### config.mk
export PLATFORM = sky130hd
export DESIGN_NAME = reg_exec_sequencer_flat
export DESIGN_NICKNAME = d
export VERILOG_FILES = /design/src/rtl/reg_exec_pkg.sv /design/src/rtl/reg_exec_sequencer_if.sv /design/src/rtl/exec_alu.sv /design/src/rtl/reg_exec_sequencer.sv /design/src/flat_wrapper.sv
export SDC_FILE = /design/constraint.sdc
export NUM_CORES = 1
export LEC_CHECK = 0
export ABC_AREA = 1
export BUFFER_PORTS_ARGS = -buffer_cell sky130_fd_sc_hd__buf_2
export CORE_MARGIN = 2
export CORE_UTILIZATION = 40
export CTS_BUF_LIST = sky130_fd_sc_hd__clkbuf_4 sky130_fd_sc_hd__clkbuf_8 sky130_fd_sc_hd__clkbuf_16
export CTS_CLUSTER_DIAMETER = 120
export CTS_CLUSTER_SIZE = 30
export DETAILED_ROUTE_END_ITERATION = 10
export PLACE_DENSITY = 0.65
export SYNTH_ARGS = -nofsm -noshare
export SYNTH_HDL_FRONTEND = slang
export SYNTH_SLANG_ARGS = --single-unit
### constraint.sdc
create_clock -name clk -period 4.2 [get_ports clk]
set_input_delay 0.84 -clock clk [delete_from_list [all_inputs] [get_ports clk]]
set_output_delay 0.84 -clock clk [all_outputs]
set_load 0.05 [all_outputs]
### src/rtl/reg_exec_pkg.sv
// Shared types for the register-file execution sequencer: opcodes, FSM states
// and instruction field positions.
package reg_exec_pkg;

    localparam int INSTR_WIDTH   = 16;
    localparam int IMM_WIDTH     = 8;
    localparam int RETIRED_WIDTH = 16;

    localparam int OP_MSB  = 15;
    localparam int OP_LSB  = 12;
    localparam int RD_LSB  = 10;
    localparam int RS_LSB  = 8;
    localparam int IMM_LSB = 0;

    typedef enum logic [3:0] {
        OP_NOP  = 4'd0,
        OP_LDI  = 4'd1,
        OP_MOV  = 4'd2,
        OP_ADD  = 4'd3,
        OP_SUB  = 4'd4,
        OP_ADDI = 4'd5,
        OP_HALT = 4'd15
    } opcode_e;

    typedef enum logic [2:0] {
        S_IDLE   = 3'd0,
        S_RD1    = 3'd1,
        S_RD2    = 3'd2,
        S_WB     = 3'd3,
        S_HALTED = 3'd4
    } state_e;

    // True for the opcodes whose write-back also updates the carry flag.
    function automatic logic op_sets_carry(input logic [3:0] op);
        logic sets_s;
        case (op)
            OP_ADD, OP_SUB, OP_ADDI: sets_s = 1'b1;
            default:                 sets_s = 1'b0;
        endcase
        return sets_s;
    endfunction

endpackage

### src/rtl/reg_exec_sequencer_if.sv
// Instruction handshake plus register-file port bundle; master is the
// sequencer side, slave is the instruction source / register file side.
interface reg_exec_sequencer_if
    import reg_exec_pkg::*;
#(
    parameter int DATA_WIDTH = 16,
    parameter int IDX_WIDTH  = 2
);
    logic                   instr_valid;
    logic                   instr_ready;
    logic [INSTR_WIDTH-1:0] instr;
    logic [IDX_WIDTH-1:0]   rf_read_index;
    logic [DATA_WIDTH-1:0]  rf_read_data;
    logic [IDX_WIDTH-1:0]   rf_write_index;
    logic                   rf_write_enable;
    logic [DATA_WIDTH-1:0]  rf_write_data;

    modport master (
        input  instr_valid, instr, rf_read_data,
        output instr_ready, rf_read_index, rf_write_index, rf_write_enable, rf_write_data
    );

    modport slave (
        output instr_valid, instr, rf_read_data,
        input  instr_ready, rf_read_index, rf_write_index, rf_write_enable, rf_write_data
    );
endinterface

### src/rtl/exec_alu.sv
// Combinational datapath: one (DATA_WIDTH+1)-bit sum whose top bit is the
// carry (ADD/ADDI) or borrow (SUB).
module exec_alu
    import reg_exec_pkg::*;
#(
    parameter int DATA_WIDTH = 16
) (
    input  logic [3:0]            op,
    input  logic [DATA_WIDTH-1:0] op_a,
    input  logic [DATA_WIDTH-1:0] op_b,
    input  logic [IMM_WIDTH-1:0]  imm,
    output logic [DATA_WIDTH-1:0] result,
    output logic                  carry
);
    logic [DATA_WIDTH:0] sum_s;
    logic [DATA_WIDTH:0] imm_ext_s;

    assign imm_ext_s = {{(DATA_WIDTH + 1 - IMM_WIDTH){1'b0}}, imm};

    // Operation select; op_b is the destination operand for ADD/SUB
    always_comb begin
        sum_s = {(DATA_WIDTH + 1){1'b0}};
        case (op)
            OP_LDI:  sum_s = imm_ext_s;
            OP_MOV:  sum_s = {1'b0, op_a};
            OP_ADD:  sum_s = {1'b0, op_b} + {1'b0, op_a};
            OP_SUB:  sum_s = {1'b0, op_b} - {1'b0, op_a};
            OP_ADDI: sum_s = {1'b0, op_a} + imm_ext_s;
            default: sum_s = {(DATA_WIDTH + 1){1'b0}};
        endcase
    end

    assign result = sum_s[DATA_WIDTH-1:0];
    assign carry  = sum_s[DATA_WIDTH];
endmodule

### src/rtl/reg_exec_sequencer.sv
// Multi-cycle sequencer in front of a 4-entry register file: one operand read
// per cycle, one write-back per instruction, no overlap between instructions.
module reg_exec_sequencer
    import reg_exec_pkg::*;
#(
    parameter int DATA_WIDTH = 16,
    parameter int IDX_WIDTH  = 2
) (
    input  logic                     clk,
    input  logic                     reset,
    reg_exec_sequencer_if.master     bus,
    output logic                     busy,
    output logic                     halted,
    output logic                     carry,
    output logic                     zero,
    output logic                     err_illegal,
    output logic [RETIRED_WIDTH-1:0] retired
);
    state_e                   state_r;
    state_e                   state_next_s;
    logic [INSTR_WIDTH-1:0]   ir_r;
    logic [INSTR_WIDTH-1:0]   cur_instr_s;
    logic [3:0]               op_s;
    logic [IDX_WIDTH-1:0]     rd_s;
    logic [IDX_WIDTH-1:0]     rs_s;
    logic [IMM_WIDTH-1:0]     imm_s;
    logic [IDX_WIDTH-1:0]     read_idx_next_s;
    logic [IDX_WIDTH-1:0]     read_idx_r;
    logic [IDX_WIDTH-1:0]     wr_idx_r;
    logic [DATA_WIDTH-1:0]    opa_r;
    logic [DATA_WIDTH-1:0]    opb_r;
    logic [DATA_WIDTH-1:0]    alu_a_s;
    logic [DATA_WIDTH-1:0]    alu_b_s;
    logic [DATA_WIDTH-1:0]    alu_result_s;
    logic [DATA_WIDTH-1:0]    wr_data_r;
    logic                     alu_carry_s;
    logic                     wb_carry_r;
    logic                     wr_en_r;
    logic                     accept_s;
    logic                     retire_s;
    logic                     illegal_s;
    logic                     enter_wb_s;
    logic                     carry_r;
    logic                     zero_r;
    logic                     err_r;
    logic [RETIRED_WIDTH-1:0] retired_r;

    assign bus.instr_ready = (state_r == S_IDLE) && !reset;
    assign accept_s        = bus.instr_valid && bus.instr_ready;

    // In IDLE the fields decode straight from the bus so the accept edge can
    // already pick the next state and, for LDI, the write-back value.
    assign cur_instr_s = (state_r == S_IDLE) ? bus.instr : ir_r;
    assign op_s        = cur_instr_s[OP_MSB:OP_LSB];
    assign rd_s        = cur_instr_s[RD_LSB +: IDX_WIDTH];
    assign rs_s        = cur_instr_s[RS_LSB +: IDX_WIDTH];
    assign imm_s       = cur_instr_s[IMM_LSB +: IMM_WIDTH];
    assign enter_wb_s  = (state_next_s == S_WB);

    assign alu_a_s = (state_r == S_RD1) ? bus.rf_read_data : opa_r;
    assign alu_b_s = (state_r == S_RD2) ? bus.rf_read_data : opb_r;

    exec_alu #(
        .DATA_WIDTH (DATA_WIDTH)
    ) u_alu (
        .op     (op_s),
        .op_a   (alu_a_s),
        .op_b   (alu_b_s),
        .imm    (imm_s),
        .result (alu_result_s),
        .carry  (alu_carry_s)
    );

    // Next-state decode plus retire / illegal events
    always_comb begin
        state_next_s = state_r;
        retire_s     = 1'b0;
        illegal_s    = 1'b0;
        case (state_r)
            S_IDLE: begin
                if (accept_s) begin
                    case (op_s)
                        OP_NOP:                          retire_s     = 1'b1;
                        OP_LDI:                          state_next_s = S_WB;
                        OP_MOV, OP_ADDI, OP_ADD, OP_SUB: state_next_s = S_RD1;
                        OP_HALT: begin
                            state_next_s = S_HALTED;
                            retire_s     = 1'b1;
                        end
                        default:                         illegal_s    = 1'b1;
                    endcase
                end else begin
                    state_next_s = S_IDLE;
                end
            end
            S_RD1: begin
                if ((op_s == OP_ADD) || (op_s == OP_SUB)) begin
                    state_next_s = S_RD2;
                end else begin
                    state_next_s = S_WB;
                end
            end
            S_RD2:    state_next_s = S_WB;
            S_WB: begin
                state_next_s = S_IDLE;
                retire_s     = 1'b1;
            end
            S_HALTED: state_next_s = S_HALTED;
            default:  state_next_s = S_IDLE;
        endcase
    end

    // Read index for the coming state: source first, destination second
    always_comb begin
        read_idx_next_s = {IDX_WIDTH{1'b0}};
        if (state_next_s == S_RD1) begin
            if (op_s == OP_ADDI) begin
                read_idx_next_s = rd_s;
            end else begin
                read_idx_next_s = rs_s;
            end
        end else if (state_next_s == S_RD2) begin
            read_idx_next_s = rd_s;
        end else begin
            read_idx_next_s = {IDX_WIDTH{1'b0}};
        end
    end

    // State register and instruction latch
    always_ff @(posedge clk or posedge reset) begin
        if (reset) begin
            state_r <= S_IDLE;
            ir_r    <= {INSTR_WIDTH{1'b0}};
        end else begin
            state_r <= state_next_s;
            if (accept_s) begin
                ir_r <= bus.instr;
            end
        end
    end

    // Operand capture from the combinational read port
    always_ff @(posedge clk or posedge reset) begin
        if (reset) begin
            opa_r <= {DATA_WIDTH{1'b0}};
            opb_r <= {DATA_WIDTH{1'b0}};
        end else begin
            if (state_r == S_RD1) begin
                opa_r <= bus.rf_read_data;
            end
            if (state_r == S_RD2) begin
                opb_r <= bus.rf_read_data;
            end
        end
    end

    // Register-file drive, registered one edge ahead of the state it belongs to
    always_ff @(posedge clk or posedge reset) begin
        if (reset) begin
            read_idx_r <= {IDX_WIDTH{1'b0}};
            wr_en_r    <= 1'b0;
            wr_idx_r   <= {IDX_WIDTH{1'b0}};
            wr_data_r  <= {DATA_WIDTH{1'b0}};
            wb_carry_r <= 1'b0;
        end else begin
            read_idx_r <= read_idx_next_s;
            wr_en_r    <= enter_wb_s;
            wr_idx_r   <= enter_wb_s ? rd_s : {IDX_WIDTH{1'b0}};
            wr_data_r  <= enter_wb_s ? alu_result_s : {DATA_WIDTH{1'b0}};
            wb_carry_r <= enter_wb_s ? alu_carry_s : 1'b0;
        end
    end

    // Status flags and the retire counter
    always_ff @(posedge clk or posedge reset) begin
        if (reset) begin
            carry_r   <= 1'b0;
            zero_r    <= 1'b0;
            err_r     <= 1'b0;
            retired_r <= {RETIRED_WIDTH{1'b0}};
        end else begin
            if (state_r == S_WB) begin
                zero_r <= (wr_data_r == {DATA_WIDTH{1'b0}});
                if (op_sets_carry(op_s)) begin
                    carry_r <= wb_carry_r;
                end
            end
            if (illegal_s) begin
                err_r <= 1'b1;
            end
            if (retire_s) begin
                retired_r <= retired_r + {{(RETIRED_WIDTH - 1){1'b0}}, 1'b1};
            end
        end
    end

    assign bus.rf_read_index   = read_idx_r;
    assign bus.rf_write_enable = wr_en_r;
    assign bus.rf_write_index  = wr_idx_r;
    assign bus.rf_write_data   = wr_data_r;
    assign busy                = (state_r != S_IDLE);
    assign halted              = (state_r == S_HALTED);
    assign carry               = carry_r;
    assign zero                = zero_r;
    assign err_illegal         = err_r;
    assign retired             = retired_r;
endmodule
### src/flat_wrapper.sv
// flat-port wrapper written by rule: the top's interface ports become plain ports
module reg_exec_sequencer_flat import reg_exec_pkg::*;
#(
    parameter int DATA_WIDTH = 16,
    parameter int IDX_WIDTH  = 2
)
  (clk, reset, busy, halted, carry, zero, err_illegal, retired, bus_instr_valid, bus_instr, bus_rf_read_data, bus_instr_ready, bus_rf_read_index, bus_rf_write_index, bus_rf_write_enable, bus_rf_write_data);
  reg_exec_sequencer_if #(.DATA_WIDTH(DATA_WIDTH), .IDX_WIDTH(IDX_WIDTH)) bus_i ();
  input  logic clk;
  input  logic reset;
  output logic busy;
  output logic halted;
  output logic carry;
  output logic zero;
  output logic err_illegal;
  output logic [RETIRED_WIDTH-1:0] retired;
  input wire logic [$bits(bus_i.instr_valid)-1:0] bus_instr_valid;
  input wire logic [$bits(bus_i.instr)-1:0] bus_instr;
  input wire logic [$bits(bus_i.rf_read_data)-1:0] bus_rf_read_data;
  output wire logic [$bits(bus_i.instr_ready)-1:0] bus_instr_ready;
  output wire logic [$bits(bus_i.rf_read_index)-1:0] bus_rf_read_index;
  output wire logic [$bits(bus_i.rf_write_index)-1:0] bus_rf_write_index;
  output wire logic [$bits(bus_i.rf_write_enable)-1:0] bus_rf_write_enable;
  output wire logic [$bits(bus_i.rf_write_data)-1:0] bus_rf_write_data;
  assign bus_i.instr_valid = bus_instr_valid;
  assign bus_i.instr = bus_instr;
  assign bus_i.rf_read_data = bus_rf_read_data;
  assign bus_instr_ready = bus_i.instr_ready;
  assign bus_rf_read_index = bus_i.rf_read_index;
  assign bus_rf_write_index = bus_i.rf_write_index;
  assign bus_rf_write_enable = bus_i.rf_write_enable;
  assign bus_rf_write_data = bus_i.rf_write_data;
  reg_exec_sequencer #(.DATA_WIDTH(DATA_WIDTH), .IDX_WIDTH(IDX_WIDTH)) u_core (.clk(clk), .reset(reset), .bus(bus_i), .busy(busy), .halted(halted), .carry(carry), .zero(zero), .err_illegal(err_illegal), .retired(retired));
endmodule
== Yosys cells after proc, flatten, opt, wreduce, memory -nomap -nowiden ==
Index checks and enable logic that the tools add are counted.
Widths: inputs -> output; s select.

* Register bits after elaboration: 92
* Output and inout port bits: 43
* Word-level logic and storage cells: 65

* Add/subtract/negate cells: 4
* Eq/ne operators: 13
* Muxes and demuxes: 22
* Reduce and logical (&&, ||, !) cells: 13

{| class="wikitable"
|+ Operator list
! cell !! count
|-
| $pmux 17 s5 || 1
|-
| $mux 16 || 4
|-
| $add 16x16->17 || 1
|-
| $add 16x8->17 || 1
|-
| $sub 16x16->17 || 1
|-
| $add 16x1->16 const B || 1
|-
| $logic_not 16->1 || 1
|-
| $eq 3x2->1 const B || 4
|-
| $pmux 3 s4 || 1
|-
| $mux 1 || 9
|-
| $pmux 3 s3 || 1
|-
| $eq 4x2->1 const B || 2
|-
| $eq 4x3->1 const B || 2
|-
| $mux 2 || 4
|-
| $reduce_or 7->1 || 1
|-
| $eq 3x1->1 const B || 2
|-
| $eq 4x1->1 const B || 1
|-
| $eq 4x4->1 const B || 1
|-
| $logic_not 4->1 || 1
|-
| $reduce_or 4->1 || 1
|-
| $eq 3x3->1 const B || 1
|-
| $logic_not 3->1 || 1
|-
| $mux 3 || 1
|-
| $reduce_bool 3->1 || 1
|-
| other kinds (7) || 8
|}

== Longest topological paths before layout ==
Gate-level depths: netlist of the first run.

* Word-level depth: 10
* Mapped depth: 27
* Gate-level depth less buffers: 25

== Cells and area by module ==
From an unflattened synthesis of the first run, not the netlist that was laid out.

* Cell total of the unflattened synthesis: 975
* Area total of the unflattened synthesis: 6666.4 um2

{| class="wikitable"
|+ Modules (own cells, without submodules)
! module !! times used !! cells an instance !! area each (um2) !! seq. area each (um2)
|-
| reg_exec_sequencer || 1 || 480 || 4155.2 || 2302.2
|-
| exec_alu || 1 || 495 || 2511.2 || 0.0
|}

== Worst setup path after synthesis of the first run ==
OpenSTA, ideal clock, no wires.

* Path type: input port to flip-flop
* Start: input port bus_instr[13]
* End: register u_core.wr_data_r[14], in the netlist u_core.bus.rf_write_data[14]
* Setup time: 0.117 ns
* Arrival: 3.093 ns
* Data required time: 4.083 ns
* Path slack: 0.990 ns
* Stages on the path: 22
* Cells stage by stage: inv_1 -> nand3_1 -> nand2_2 -> nand2_2 -> inv_1 -> nand2_2 -> clkbuf_1 -> nand2_1 -> o21ai_0 -> ha_1 -> inv_1 -> fa_1 -> nor2_1 -> nand2_1 -> nand2_1 -> nand2_1 -> nand2_1 -> nand3_1 -> a21oi_1 -> nor2_1 -> nor2_1 -> nor2_2

* Cells in the longest elaborated chain, start to end: 8
* Elaborated cells on any way between the ends: 16

{| class="wikitable"
|+ Ends and longest elaborated chain
! what !! RTL line !! text
|-
| start: declaration || flat_wrapper.sv:18 || <nowiki>input wire logic [$bits(bus_i.instr)-1:0] bus_instr;</nowiki>
|-
| $mux 16 (*) || reg_exec_sequencer.sv:53 || <nowiki>assign cur_instr_s = (state_r == S_IDLE) ? bus.instr : ir_r;</nowiki>
|-
| $eq 4x2->1 (tied with other cells) || exec_alu.sv:23, reg_exec_sequencer.sv:82 ||
|-
| $reduce_or 4->1 || - ||
|-
| $pmux 3 s3 || reg_exec_sequencer.sv:82 || <nowiki>case (op_s)</nowiki>
|-
| $mux 3 || reg_exec_sequencer.sv:81 || <nowiki>if (accept_s) begin</nowiki>
|-
| $pmux 3 s4 || reg_exec_sequencer.sv:79 || <nowiki>case (state_r)</nowiki>
|-
| $eq 3x2->1 || reg_exec_sequencer.sv:58 || <nowiki>assign enter_wb_s = (state_next_s == S_WB);</nowiki>
|-
| $mux 16 (*) || reg_exec_sequencer.sv:169 || <nowiki>wr_data_r <= enter_wb_s ? alu_result_s : {DATA_WIDTH{1'b0}};</nowiki>
|-
| end signal: assignment || reg_exec_sequencer.sv:163 || <nowiki>wr_data_r <= {DATA_WIDTH{1'b0}};</nowiki>
|-
| end signal: assignment || reg_exec_sequencer.sv:169 ||
|-
| end: declaration || reg_exec_sequencer.sv:35 || <nowiki>logic [DATA_WIDTH-1:0] wr_data_r;</nowiki>
|}

Mark *: on every way between the ends. The rest lies on a longest branch, timed or not.
A chain may end at the register's enable or synchronous reset.

== Final worst setup path of the first run ==
* Start: register u_core.state_r[0]
* End: register u_core.wr_data_r[14], in the netlist u_core.bus.rf_write_data[14]

* Cells in the longest elaborated chain, start to end: 9
* Elaborated cells on any way between the ends: 27

{| class="wikitable"
|+ Ends and longest elaborated chain
! what !! RTL line !! text
|-
| start: declaration || reg_exec_sequencer.sv:19 || <nowiki>state_e state_r;</nowiki>
|-
| start signal: assignment || reg_exec_sequencer.sv:135 || <nowiki>state_r <= state_next_s;</nowiki>
|-
| $logic_not 3->1 || reg_exec_sequencer.sv:48, reg_exec_sequencer.sv:53, reg_exec_sequencer.sv:79 ||
|-
| $mux 16 || reg_exec_sequencer.sv:53 ||
|-
| $eq 4x2->1 (tied with other cells) || exec_alu.sv:23, reg_exec_sequencer.sv:82 ||
|-
| $reduce_or 4->1 || - ||
|-
| $pmux 3 s3 || reg_exec_sequencer.sv:82 ||
|-
| $mux 3 || reg_exec_sequencer.sv:81 ||
|-
| $pmux 3 s4 || reg_exec_sequencer.sv:79 ||
|-
| $eq 3x2->1 || reg_exec_sequencer.sv:58 ||
|-
| $mux 16 (*) || reg_exec_sequencer.sv:169 ||
|}

Marked as above.

==> results.sh, run 1 <==
export IMPL_synth_area_per_cell_um2=7.05
export IMPL_drv_slew=0
export IMPL_die_width_um=131
export IMPL_row_count=46
export IMPL_routed_wl_mm=17.0
export IMPL_cts_tree="built"
export IMPL_grt_usage_pct=20.9
export IMPL_clockBufferDepth=2
export IMPL_worst_pin_slew_ps=675
export IMPL_cts_setup_buffers=0
export IMPL_reg2reg_to="u_core.bus.rf_write_data[14]"
export IMPL_drc=0
export IMPL_grt_pass1_wl_mm=27.9
export IMPL_hold_start="u_core.err_illegal"
export IMPL_setup_tns_final_ps=0
export IMPL_root_buffer="clkbuf_16"
export IMPL_ant_nets=0
export IMPL_die_h_um=131
export IMPL_critPathMaxFanout=22
export IMPL_mostFrequentLayoutCells="nand2_1 (269), inv_1 (106), dfrtp_1 (92)"
export IMPL_path_depth=22
export IMPL_worst_path_max_delay_cell="dfrtp_1"
export IMPL_port_buffer_count=77
export IMPL_placed_area_um2=7000
export IMPL_setup_worst_path_end_class="flop"
export IMPL_place_congestion=0.928
export IMPL_grt_pass1_vias=5718
export IMPL_grt_max_degree=57
export IMPL_netlist_instances=911
export IMPL_crit_type="reg2reg"
export IMPL_ys_warnings_count=0
export IMPL_r2r_slack_ps=580
export IMPL_overflow=0
export IMPL_drt_wirelength_per_cell_um=14.1
export IMPL_grt_antenna_before_repair=0
export IMPL_via_count=6018
export IMPL_reg2reg_from="u_core.state_r[0]"
export IMPL_post_place_ws_ps=528
export IMPL_fillCellCount=1638
export IMPL_cap_violations=0
export IMPL_cpLargestDelayFamily="simple AND/OR/NAND/NOR gates"
export IMPL_cts_clk_slew_worst_paths_ps=60
export IMPL_area_delta_synth_final_pct=14.1
export IMPL_final_common_cell="nand2_1"
export IMPL_holdPathEnd="u_core.err_illegal"
export IMPL_startpoint_type="flop"
export IMPL_worstPathRequired_ps=4420
export IMPL_setup_viol=0
export IMPL_finalWorstSetupSlack_ps=583
export IMPL_dieArea_um2=17100
export IMPL_slew_headroom_pct=55.0
export IMPL_ioPinCount=78
export IMPL_via_per_inst=5.00
export IMPL_min_period_ps=3620
export IMPL_synth_seq_cells=92
export IMPL_rsz0062_at_grt="no"
export IMPL_hold_depth=1
export IMPL_hold_viol=0
export IMPL_path_buf_inv=2
export IMPL_fin_area_um2=7330
export IMPL_drt_iter0_drc=379
export IMPL_initial_utilization_pct=40.7
export IMPL_cts_hold_buf=0
export IMPL_r2r_cells=22
export IMPL_cts_inserted_buffers=9
export IMPL_path_cells="nor2_2 -> nand2_2 -> nand2_1 -> nand2_2 -> nand2_2 -> inv_1 -> nand2_2 -> nand2_1 -> o21ai_0 -> ha_1 -> inv_1 -> fa_1 -> nor2_1 -> nand2_1 -> nand2_1 -> nand2_1 -> nand2_1 -> nand3_1 -> a21oi_1 -> nor2_1 -> nor2_1 -> nor2_2"
export IMPL_dr_pass1_iters=5
export IMPL_crit_top_cell="nand2_1"
export IMPL_cts_resized=0
export IMPL_htree_levels=3
export IMPL_syn_nets=983
export IMPL_clock_fmax_mhz=276
export IMPL_cp_arrival_ps=3840
export IMPL_yosysUniqueCellTypes=36
export IMPL_diodes=0
export IMPL_clock_sinks=92
export IMPL_hpwlAfterDp_mm=13.5
export IMPL_coreArea_um2=15800
export IMPL_finalCritPeriodShare_pct=86.1
export IMPL_holdCritPathClass="reg2reg"
export IMPL_ys_seq_area_share_pct=35.9
export IMPL_drive_above_1_share_pct=16.3
export IMPL_fin_worst_skew_ps=9.31
export IMPL_slowest_delay_ps=430
export IMPL_worstSkewPairLatency_ps=350
export IMPL_fin_nets=1055
export IMPL_status="finished clean"
export IMPL_syn_area_um2=6420
==> state kept, by name (all words and copies together), names as in the netlist, 2 cells and up <==
name / flops
u_core.bus.rf_read_index: 2
u_core.bus.rf_write_data: 16
u_core.bus.rf_write_index: 2
u_core.retired: 16
u_core.ir_r: 16
u_core.opb_r: 16
u_core.state_r: 3
u_core.opa_r: 16
==> worst max-delay path by stage <==
| stage | start | endpoint | slack, ps |
|---|---|---|---|
| after floorplan | reset | u_core.bus.rf_read_index[0] | 970 |
| after detailed placement | bus_instr[15] | u_core.bus.rf_write_data[14] | 530 |
| after global placement | bus_instr[15] | u_core.wb_carry_r | 650 |
| after global routing | u_core.state_r[2] | u_core.wb_carry_r | 110 |
| after CTS | u_core.state_r[0] | u_core.bus.rf_write_data[14] | 590 |
| final | u_core.state_r[0] | u_core.bus.rf_write_data[14] | 580 |
==> worst register-to-register path: stages, from the launching register on <==
cell and delay, ps:
dfrtp_1 430, nor2_2 270, nand2_2 250, nand2_1 130
nand2_2 80, nand2_2 110, inv_1 60, nand2_2 270
nand2_1 100, o21ai_0 90, ha_1 220, inv_1 70
fa_1 400, nor2_1 160, nand2_1 70, nand2_1 130
nand2_1 70, nand2_1 100, nand3_1 110, a21oi_1 160
nor2_1 60, nor2_1 120, nor2_2 40
==> Yosys cell counts, drive strengths merged <==
library cell / number / area (µm²)
or2: 19 / 119
nor4: 8 / 50.1
nand2: 286 / 1120
nor2: 91 / 397
and2: 1 / 6.26
a21oi: 43 / 226
buf: 12 / 96.3
xnor2: 8 / 70.1
dfrtp: 92 / 2300
nand4: 13 / 81.3
o21ai: 75 / 379
nand3: 56 / 285
o211ai: 2 / 15.0
o21bai: 4 / 30.0
nand3b: 6 / 45.0
o21a: 6 / 45.0
inv: 111 / 417
o22ai: 7 / 43.8
ha: 35 / 438
clkbuf: 9 / 33.8
xor2: 13 / 114
a31oi: 3 / 18.8
fa: 2 / 40.0
a211oi: 1 / 7.51
nor3: 8 / 40.0
==> logic make-up after synthesis <==
family,share of synthesized area (%)
adders and majority gates,7.44
and+or+nand+nor,33.4
DFF,35.9
AOI/OAI and AO/OA,11.9
xor gates and xnor gates,2.86
buffers and inverters,8.51
==> per-layer routing <==
layer  global-route usage [%]  vias to the layer above  routed length [µm]
met5                        0                        -                   0
li1                         -                     3082                   -
met1                     29.2                     2768                8230
met3                     2.16                       18                 779
met4                     6.70                        0                 275
met2                     34.4                      150                7700
==> final cells by class <==
class | count | area [µm²] | share of cell area (%)
clock inverter | 4 | 72.6 | 0.990
clock buffer | 12 | 254 | 3.47
multi-input combinational | 687 | 3580 | 48.8
inverter | 111 | 418 | 5.70
tap | 216 | 270 | 3.69
sequential | 92 | 2300 | 31.4
timing repair buffer | 82 | 435 | 5.94
==> per-stage QoR <==
stage / hold slack [ps] / instances / utilization, %
floorplan: 453 / 911 / -
global placement: 464 / 1188 / 44.4
detailed placement: 466 / 1188 / 44.4
CTS: 485 / 1204 / 46.5
global route: 502 / 1204 / 46.5
finish: 481 / 1204 / 46.5
Power of run 1 is not shown: default switching activity piles up to over one toggle a cycle in this logic, so the estimate is an artifact.
==> inputs of run 2 (changes only) <==
PLACE_DENSITY = not set   (was 0.65)
PLACE_DENSITY_LB_ADDON = 0.15   (was not set)
==> run 2 against run 1 <==
Die area did not move. Highest routed layer unchanged. Flip-flop and latch count stayed put. Critical path type unchanged. Worst hold slack worse by 57 ps. Clock-buffer cell count decreased by 3. Register-to-register slack gained 50 ps.
==> results.sh, run 2 (same netlist as run 1, synthesis figures left out) <==
export IMPL_status="finished clean"
export IMPL_worst_pin_slew_ps=714
export IMPL_initial_utilization_pct=40.7
export IMPL_dp_cells=1193
export IMPL_clock_sinks=92
export IMPL_fin_nets=1060
export IMPL_grt_usage_pct=22.7
export IMPL_hold_viol=0
export IMPL_routed_wl_mm=18.3
export IMPL_use_met2_pct=37.7
export IMPL_cp_arrival_ps=3800
export IMPL_ioPinCount=78
export IMPL_die_width_um=131
export IMPL_instances_no_fill=1209
export IMPL_grt_pass1_vias=5819
export IMPL_path_buf_inv=2
export IMPL_globalRoute_busiestLayer="met2"
export IMPL_worst_path_max_delay_cell="dfrtp_1"
export IMPL_clockBufferDepth=2
export IMPL_via_per_inst=5.04
export IMPL_setup_viol=0
export IMPL_finalCritPeriodShare_pct=84.9
export IMPL_setup_tns_final_ps=0
export IMPL_min_period_ps=3570
export IMPL_area_delta_synth_final_pct=14.4
export IMPL_grt_antenna_before_repair=0
export IMPL_place_congestion=0.959
export IMPL_drt_iter0_drc=340
export IMPL_cts_clk_slew_worst_paths_ps=70
export IMPL_worstSkewPairLatency_ps=360
export IMPL_diodes=0
export IMPL_startpoint_type="flop"
export IMPL_drc=0
export IMPL_clock_fmax_mhz=280
export IMPL_grt_use_met1_pct=30.3
export IMPL_whs_ps=424
export IMPL_slowest_delay_ps=450
export IMPL_met3_usage_pct=3.34
export IMPL_hpwlAfterDp_mm=14.4
export IMPL_row_count=46
export IMPL_cpLargestDelayFamily="simple AND/OR/NAND/NOR gates"
export IMPL_slew_headroom_pct=52.3
export IMPL_path_cells="nor2_2 -> nand2_2 -> nand2_1 -> nand2_2 -> nand2_2 -> inv_1 -> nand2_2 -> nand2_1 -> o21ai_0 -> ha_1 -> inv_1 -> fa_1 -> nor2_1 -> nand2_1 -> nand2_1 -> nand2_1 -> nand2_1 -> nand3_1 -> a21oi_1 -> nor2_1 -> nor2_1 -> nor2_2"
export IMPL_cap_violations=0
export IMPL_grt_max_degree=44
export IMPL_via_count=6098
export IMPL_setup_worst_path_end_class="flop"
export IMPL_worstPathRequired_ps=4440
export IMPL_critPathMaxFanout=22
export IMPL_dieArea_um2=17100
export IMPL_cts_hold_buf=0
export IMPL_port_buffer_count=77
export IMPL_fin_worst_skew_ps=6.65
export IMPL_die_h_um=131
export IMPL_crit_top_cell="nand2_1"
export IMPL_ant_nets=0
export IMPL_root_buffer="clkbuf_16"
export IMPL_grt_pass1_wl_mm=29.6
export IMPL_rsz0062_at_grt="no"
export IMPL_drv_slew=0
export IMPL_cts_setup_buffers=0
export IMPL_cts_tree="built"
export IMPL_overflow=0
export IMPL_htree_levels=3
export IMPL_dr_pass1_iters=5
export IMPL_drive_above_1_share_pct=16.7
export IMPL_mostFrequentLayoutCells="nand2_1 (269), inv_1 (106), dfrtp_1 (92)"
export IMPL_cts_resized=0
export IMPL_drt_wirelength_per_cell_um=15.2
export IMPL_final_common_cell="nand2_1"
export IMPL_crit_type="reg2reg"
export IMPL_coreArea_um2=15800
export IMPL_cts_inserted_buffers=9
export IMPL_holdCritPathClass="in2async"
[run 2: cell count changes in the layout (fill, tap and decap cells not counted)]
cell,before,now
clkinvlp_4,1,2
buf_12,1,0
clkbuf_8,1,0
inv_8,0,4
clkbuf_4,2,0
buf_4,4,10
bufinv_16,2,1
inv_4,0,1
clkinv_2,2,0
[run 2: cell type report]
cell class,count,area (µm²)
clock buffers,9,225
clock inverters,7,90.1
fillers,1685,8430
inverters,111,419
multi-input cells,687,3580
flip-flops and latches,92,2300
well taps,216,270
repair buffers,87,460
[run 2: per-layer routing]
| metal | wire, µm | share of wire, % |
|---|---|---|
| met1 | 8710 | 47 |
| met2 | 8440 | 46 |
| met3 | 795 | 4.3 |
| met4 | 403 | 2.2 |
| met5 | 0 | 0 |
[run 2: stage by stage]
stage,area [µm²],setup slack (ps),utilization (%)
global route,7340,160,46.6
global placement,7030,507,44.6
finish,7340,633,46.6
CTS,7340,627,46.6
floorplan,6420,968,-
detailed placement,7030,473,44.6
[run 2: final timing paths]
| check | from | to | slack, ps | cells after the start |
|---|---|---|---|---|
| setup / recovery | u_core.state_r[0] | u_core.bus.rf_write_data[14] | 630 | 22 |
| hold / removal | reset | u_core.ir_r[13] | 420 | 2 |
| setup reg to reg | u_core.state_r[0] | u_core.bus.rf_write_data[14] | 630 | 22 |
| hold reg to reg | u_core.err_illegal | u_core.err_illegal | 480 | 1 |
| max in group asynchronous | reset | u_core.opa_r[8] | 2940 | 3 |
| min in group clk | u_core.err_illegal | u_core.err_illegal | 480 | 1 |
[run 2: worst register-to-register path: stages, from the launching register on]
cell and delay [ps]:
dfrtp_1 450, nor2_2 150, nand2_2 230, nand2_1 150, nand2_2 80, nand2_2 120, inv_1 60, nand2_2 310
nand2_1 90, o21ai_0 90, ha_1 210, inv_1 60, fa_1 390, nor2_1 160, nand2_1 70, nand2_1 130
nand2_1 70, nand2_1 100, nand3_1 150, a21oi_1 160, nor2_1 60, nor2_1 130, nor2_2 40
Power of run 2 is left out for the same reason.
